==> config.mk <==
export PLATFORM = sky130hd
export DESIGN_NAME = load_store_unit
export DESIGN_NICKNAME = d
export VERILOG_FILES = /design/src/rtl/load_store_unit.sv
export SDC_FILE = /design/constraint.sdc
export NUM_CORES = 1
export LEC_CHECK = 0
export CAP_MARGIN = 20
export CORE_MARGIN = 3
export CORE_UTILIZATION = 48
export DETAILED_ROUTE_END_ITERATION = 6
export GPL_TIMING_DRIVEN = 0
export MAX_ROUTING_LAYER = met4
export PLACE_DENSITY = 0.81
export SLEW_MARGIN = 20
export SYNTH_ARGS = -nofsm -noshare
export SYNTH_HDL_FRONTEND = slang
export SYNTH_SLANG_ARGS = --single-unit
export TNS_END_PERCENT = 50
==> constraint.sdc <==
create_clock -name CLK -period 3 [get_ports CLK]
set_input_delay 0.45 -clock CLK [delete_from_list [all_inputs] [get_ports CLK]]
set_output_delay 0.45 -clock CLK [all_outputs]
set_load 0.005 [all_outputs]
==> src/rtl/load_store_unit.sv <==
// RV32I load/store unit: turns byte-addressed LB/LH/LW/LBU/LHU/SB/SH/SW requests
// into word RAM accesses, with lane extraction, sub-word read-modify-write and error flagging.
module load_store_unit #(
  parameter int address_width = 1024
) (
  input  logic                             CLK,
  input  logic                             RST,
  input  logic                             req,
  input  logic                             store,
  input  logic [2:0]                       funct3,
  input  logic [31:0]                      addr,
  input  logic [31:0]                      wdata,
  output logic [31:0]                      rdata,
  output logic                             busy,
  output logic                             done,
  output logic                             err,
  output logic                             MemWrite,
  output logic                             MemRead,
  output logic [$clog2(address_width)-1:0] mem_address,
  output logic [31:0]                      mem_write_data,
  input  logic [31:0]                      mem_read_data
);

  localparam int AW = $clog2(address_width);

  typedef enum logic [2:0] {IDLE, LD, ST, RMW_RD, RMW_WR, RESP} state_t;

  state_t      state;
  logic        store_q;
  logic [2:0]  funct3_q;
  logic [AW+1:0] addr_q;
  logic [31:0] wdata_q;
  logic [31:0] merge_q;
  logic        err_q;

  // Misaligned halfword/word, reserved funct3 codes, and unsigned-store codes are rejected.
  function automatic logic bad_access(input logic st, input logic [2:0] f3, input logic [1:0] a);
    logic r;
    case (f3)
      3'b000:  r = 1'b0;
      3'b001:  r = a[0];
      3'b010:  r = (a != 2'b00);
      3'b100:  r = st;
      3'b101:  r = st | a[0];
      default: r = 1'b1;
    endcase
    return r;
  endfunction

  function automatic logic [31:0] load_extend(input logic [31:0] word, input logic [2:0] f3,
                                              input logic [1:0] lane);
    logic signed [7:0]  b;
    logic signed [15:0] h;
    logic [31:0]        r;
    b = word[{lane, 3'b000} +: 8];
    h = lane[1] ? word[31:16] : word[15:0];
    case (f3)
      3'b000:  r = 32'(b);
      3'b001:  r = 32'(h);
      3'b100:  r = {24'b0, b};
      3'b101:  r = {16'b0, h};
      default: r = word;
    endcase
    return r;
  endfunction

  function automatic logic [31:0] merge_lane(input logic [31:0] word, input logic [31:0] wd,
                                             input logic [2:0] f3, input logic [1:0] lane);
    logic [31:0] r;
    r = word;
    if (f3[0]) r[{lane[1], 4'b0000} +: 16] = wd[15:0];
    else       r[{lane, 3'b000} +: 8]      = wd[7:0];
    return r;
  endfunction

  always_ff @(posedge CLK) begin
    if (RST) begin
      state    <= IDLE;
      rdata    <= '0;
      done     <= 1'b0;
      err      <= 1'b0;
      store_q  <= 1'b0;
      funct3_q <= '0;
      addr_q   <= '0;
      wdata_q  <= '0;
      merge_q  <= '0;
      err_q    <= 1'b0;
    end else begin
      done <= 1'b0;
      err  <= 1'b0;
      case (state)
        IDLE: if (req) begin
          store_q  <= store;
          funct3_q <= funct3;
          addr_q   <= addr[AW+1:0];
          wdata_q  <= wdata;
          err_q    <= bad_access(store, funct3, addr[1:0]);
          if (bad_access(store, funct3, addr[1:0])) state <= RESP;
          else if (!store)                          state <= LD;
          else if (funct3[1])                       state <= ST;
          else                                      state <= RMW_RD;
        end
        LD: begin
          rdata <= load_extend(mem_read_data, funct3_q, addr_q[1:0]);
          state <= RESP;
        end
        ST:     state <= RESP;
        RMW_RD: begin
          merge_q <= mem_read_data;
          state   <= RMW_WR;
        end
        RMW_WR: state <= RESP;
        RESP: begin
          done  <= 1'b1;
          err   <= err_q;
          state <= IDLE;
        end
        default: state <= IDLE;
      endcase
    end
  end

  // RAM strobes are decoded from state but gated by reset so an aborted RMW never writes.
  assign busy        = (state != IDLE);
  assign MemRead     = !RST && (state == LD || state == RMW_RD);
  assign MemWrite    = !RST && (state == ST || state == RMW_WR);
  assign mem_address = addr_q[AW+1:2];

  always_comb begin
    mem_write_data = '0;
    if (MemWrite) begin
      if (state == ST) mem_write_data = wdata_q;
      else             mem_write_data = merge_lane(merge_q, wdata_q, funct3_q, addr_q[1:0]);
    end
  end

  logic unused_bits;
  assign unused_bits = ^{store_q, addr[31:AW+2]};

endmodule

==> flow_summary.ini <==
[drt]
ant_nets = 0
drt_wl_total_mm = 21.2
vias_per_cell = 5.80
drt-initial-drc-count = 762
post_drt_wl_per_cell_um = 18.6
drc = 10
dr.pass1.iters = 7
vias = 6622

[grt]
use_met3 = 0.0789
grt_max_degree = 17
grt_pass1_wl_mm = 32.8
grt_busiest_layer = met2
grt_pass1_vias = 6265
grt_usage = 0.301
grt_overflow = 0
antenna_found_initial = 0
use_met2 = 0.472
globalRouteMet1Util = 0.380

[timing]
fin_crit_sh = 0.990
setup_violations = 0
min_period_ns = 2.97
max_freq_ghz = 0.337
worst_pin_slew_ns = 0.670
slew_violations = 0
setup_ws_ns = 0.0293
final-hold-violation-count = 0
fin_skew_ns = 0.00789
slew_headroom = 0.553
grt_setup_unrepaired = yes

[min_path]
min_delay_path_depth = 2
hold_path.class = flop to flop

[die]
start_util = 0.499
io_pins = 182
core_area_sq_mm = 0.0122
die_h_um = 119
fp.dieW_um = 119
dieArea_sq_mm = 0.0141
rows = 40

[synthesis]
synth_top_area_cell = dfxtp_1
ys.flop_type = dfxtp_1
synthSimpleGateAreaFrac = 0.211
synth_mux_area_frac = 0.0593
synthAdderAreaFrac = 0.0103
yosys_register_bits = 117
synth-edff-count = 0
synthCells = 767
avgSynthCellArea_sq_um = 7.95
synthArstFlopShare = 0
synth_area_sq_mm = 0.00610
synth_nets = 875
synth_top_family_by_area = compound AO/OA/AOI/OAI gates
synth_area_leaders = dfxtp_1 38%, nand2_1 12%, a21oi_1 9.4%
yosysWarnings = 0
yosysUniqueCellTypes = 54
yosysSeqAreaShare = 0.384
synth_compound_area_frac = 0.264
synthXorXnorAreaFrac = 0.00144
netlist.area_leader.share = 0.384

[setup_path]
crit_fanout = 4
arrival_ns = 2.52
startpoint = addr_q[1]$_SDFFE_PP0P_
timing.rr.start = addr_q[1]$_SDFFE_PP0P_
start_kind = flop
rrSetupSlack_ns = 1.00
r2r-end = rdata[23]$_SDFFE_PP0N_
crit_type = flop to output pin
cp.required_ns = 2.55
rr_worst_depth = 6
cp-end-kind = output pin
critPathCapture = mem_write_data[18]

[placed_design]
post_dp_cell_area_sq_mm = 0.00792
gp_congestion = 0.972
pre_cts_slack_ns = -0.703
portBuffers = 161
hpwlAfterDp_mm = 15.2

[pwr]
ir_worst_vdd_mv = 0.372
leakage_nw = 3.14
p_per_area_mw_per_mm2 = 523

[cells_and_area]
num_antenna_cells = 0
area_delta_synth_final_pct = 43.1
design_area_sq_mm = 0.00873
nets = 1071
drive_gt1_frac = 0.150

[clocking]
clock_sinks = 117
cts_buffers = 17
cts_max_level = 4
cts-root-buf = clkbuf_16
cts_buffer_depth = 2
ctsHoldBuffers = 0
cts_tree = built
clkLatencyLatePin_ns = 0.42
path_clk_slew_ns = 0.05

[job]
max_cap_violations = 0

[outcome]
status = finished, violations left
violations = DRC
==> area by class of cell <==
| cell class | instances | area (sq um) |
|---|---|---|
| repair buffers | 179 | 1740 |
| clock buffers | 25 | 505 |
| multi-input cells | 566 | 3440 |
| inverters | 9 | 46.3 |
| plain buffers | 73 | 422 |
| clock inverters | 4 | 22.5 |
| flip-flops and latches | 117 | 2350 |
| well taps | 168 | 210 |
| fillers | 987 | 3480 |
==> cell usage in the layout, fill, tap and decap left out, types with 3 or more instances in the layout <==
cell type,n
nand2_1,195
clkinv_2,3
a211o_1,16
clkbuf_16,18
clkbuf_8,5
buf_6,3
clkbuf_2,5
nand2b_1,11
o21ai_1,9
clkbuf_1,28
a21oi_1,108
a211oi_2,16
a31oi_1,8
a21oi_2,8
a211oi_1,14
dlymetal6s2s_1,3
dlygate4sd2_1,16
a221oi_1,16
nor4bb_1,8
a22oi_1,4
buf_2,22
o21ai_0,13
clkdlybuf4s50_1,136
nor2_1,36
dfxtp_1,115
o22a_1,7
mux2i_1,35
buf_4,35
a21o_1,8
nand3b_1,8
a22oi_2,4
inv_1,6
==> registers in the layout, indices dropped and copies added, names as in the netlist <==
register	flops
err	1
funct3_q	3
addr_q	12
merge_q	32
state	3
wdata_q	32
done	1
err_q	1
rdata	32
==> through the flow <==
stage,utilization,instances,hold slack [ns],total power [W],setup TNS [ns]
floorplan,-,767,0.430,0.00226,0
global placement,0.648,1096,0.442,0.00269,-16.68
detailed placement,0.648,1096,0.449,0.00270,-17.34
CTS,0.703,1131,0.455,0.00453,-0.116
global route,0.715,1141,0.470,0.00473,-0.132
finish,0.715,1141,0.453,0.00457,0
==> routing by layer <==
layer	part of all wire	wire, um	vias to the layer above
met2	0.46	9790	354
met4	0.027	568	0
met3	0.094	1980	60
met1	0.42	8830	3116
li1	-	-	3092
met5	0	0	-
==> how the worst min path moves through the flow <==
stage,startpoint,endpoint,slack [ns]
2_1_floorplan,err_q$_SDFFE_PP0P_,err$_SDFF_PP0_,0.43
3_3_place_gp,addr_q[9]$_SDFFE_PP0P_,addr_q[9]$_SDFFE_PP0P_,0.44
3_5_place_dp,addr_q[4]$_SDFFE_PP0P_,addr_q[4]$_SDFFE_PP0P_,0.45
4_1_cts,addr_q[4]$_SDFFE_PP0P_,addr_q[4]$_SDFFE_PP0P_,0.46
5_1_grt,addr_q[3]$_SDFFE_PP0P_,addr_q[3]$_SDFFE_PP0P_,0.47
6_report,addr_q[3]$_SDFFE_PP0P_,addr_q[3]$_SDFFE_PP0P_,0.45
==> kinds of logic (layout without fill, tap and decap cells) <==
family / after synthesis / in the layout
AND/OR/NAND/NOR: 283 / 283
AO/OA/AOI/OAI: 241 / 241
flip-flops: 117 / 117
buffers and inverters: 84 / 290
multiplexers: 36 / 36
adder cells (fa/ha/maj): 5 / 5
XOR/XNOR: 1 / 1
==> critical path: stages, from the launching register on <==
cell	delay, ns
dfxtp_4	0.37
clkbuf_16	0.14
inv_8	0.04
ha_4	0.27
nor4bb_4	0.19
buf_4	0.18
buf_6	0.11
buf_6	0.09
buf_4	0.10
a221oi_2	0.05
a211o_1	0.30
a21oi_2	0.15
buf_2	0.13
==> cells in the mapped netlist (9+ instances only) <==
cell type and instances:
nand2_1 195, dfxtp_1 117, a21oi_1 115, nor2_1 37
mux2i_1 35, clkbuf_1 29, buf_2 25, buf_4 18
a211oi_2 17, a221oi_1 17, a211o_1 16, a211oi_1 14
o21ai_0 14, nand2b_1 11, nor4bb_1 9
==> power breakdown <==
group          internal, W  switching [W]
Combinational     0.000490       0.000493
Clock              0.00114       0.000692
Sequential         0.00167      0.0000830
Total              0.00330        0.00127
==> repair_timing <==
item,CTS,global route
cloned,0,0
resized for setup,59,29
pin swaps,13,6
setup endpoints to repair,32,25
buffers inserted,7,11
Power figures use the tool's default switching activity.
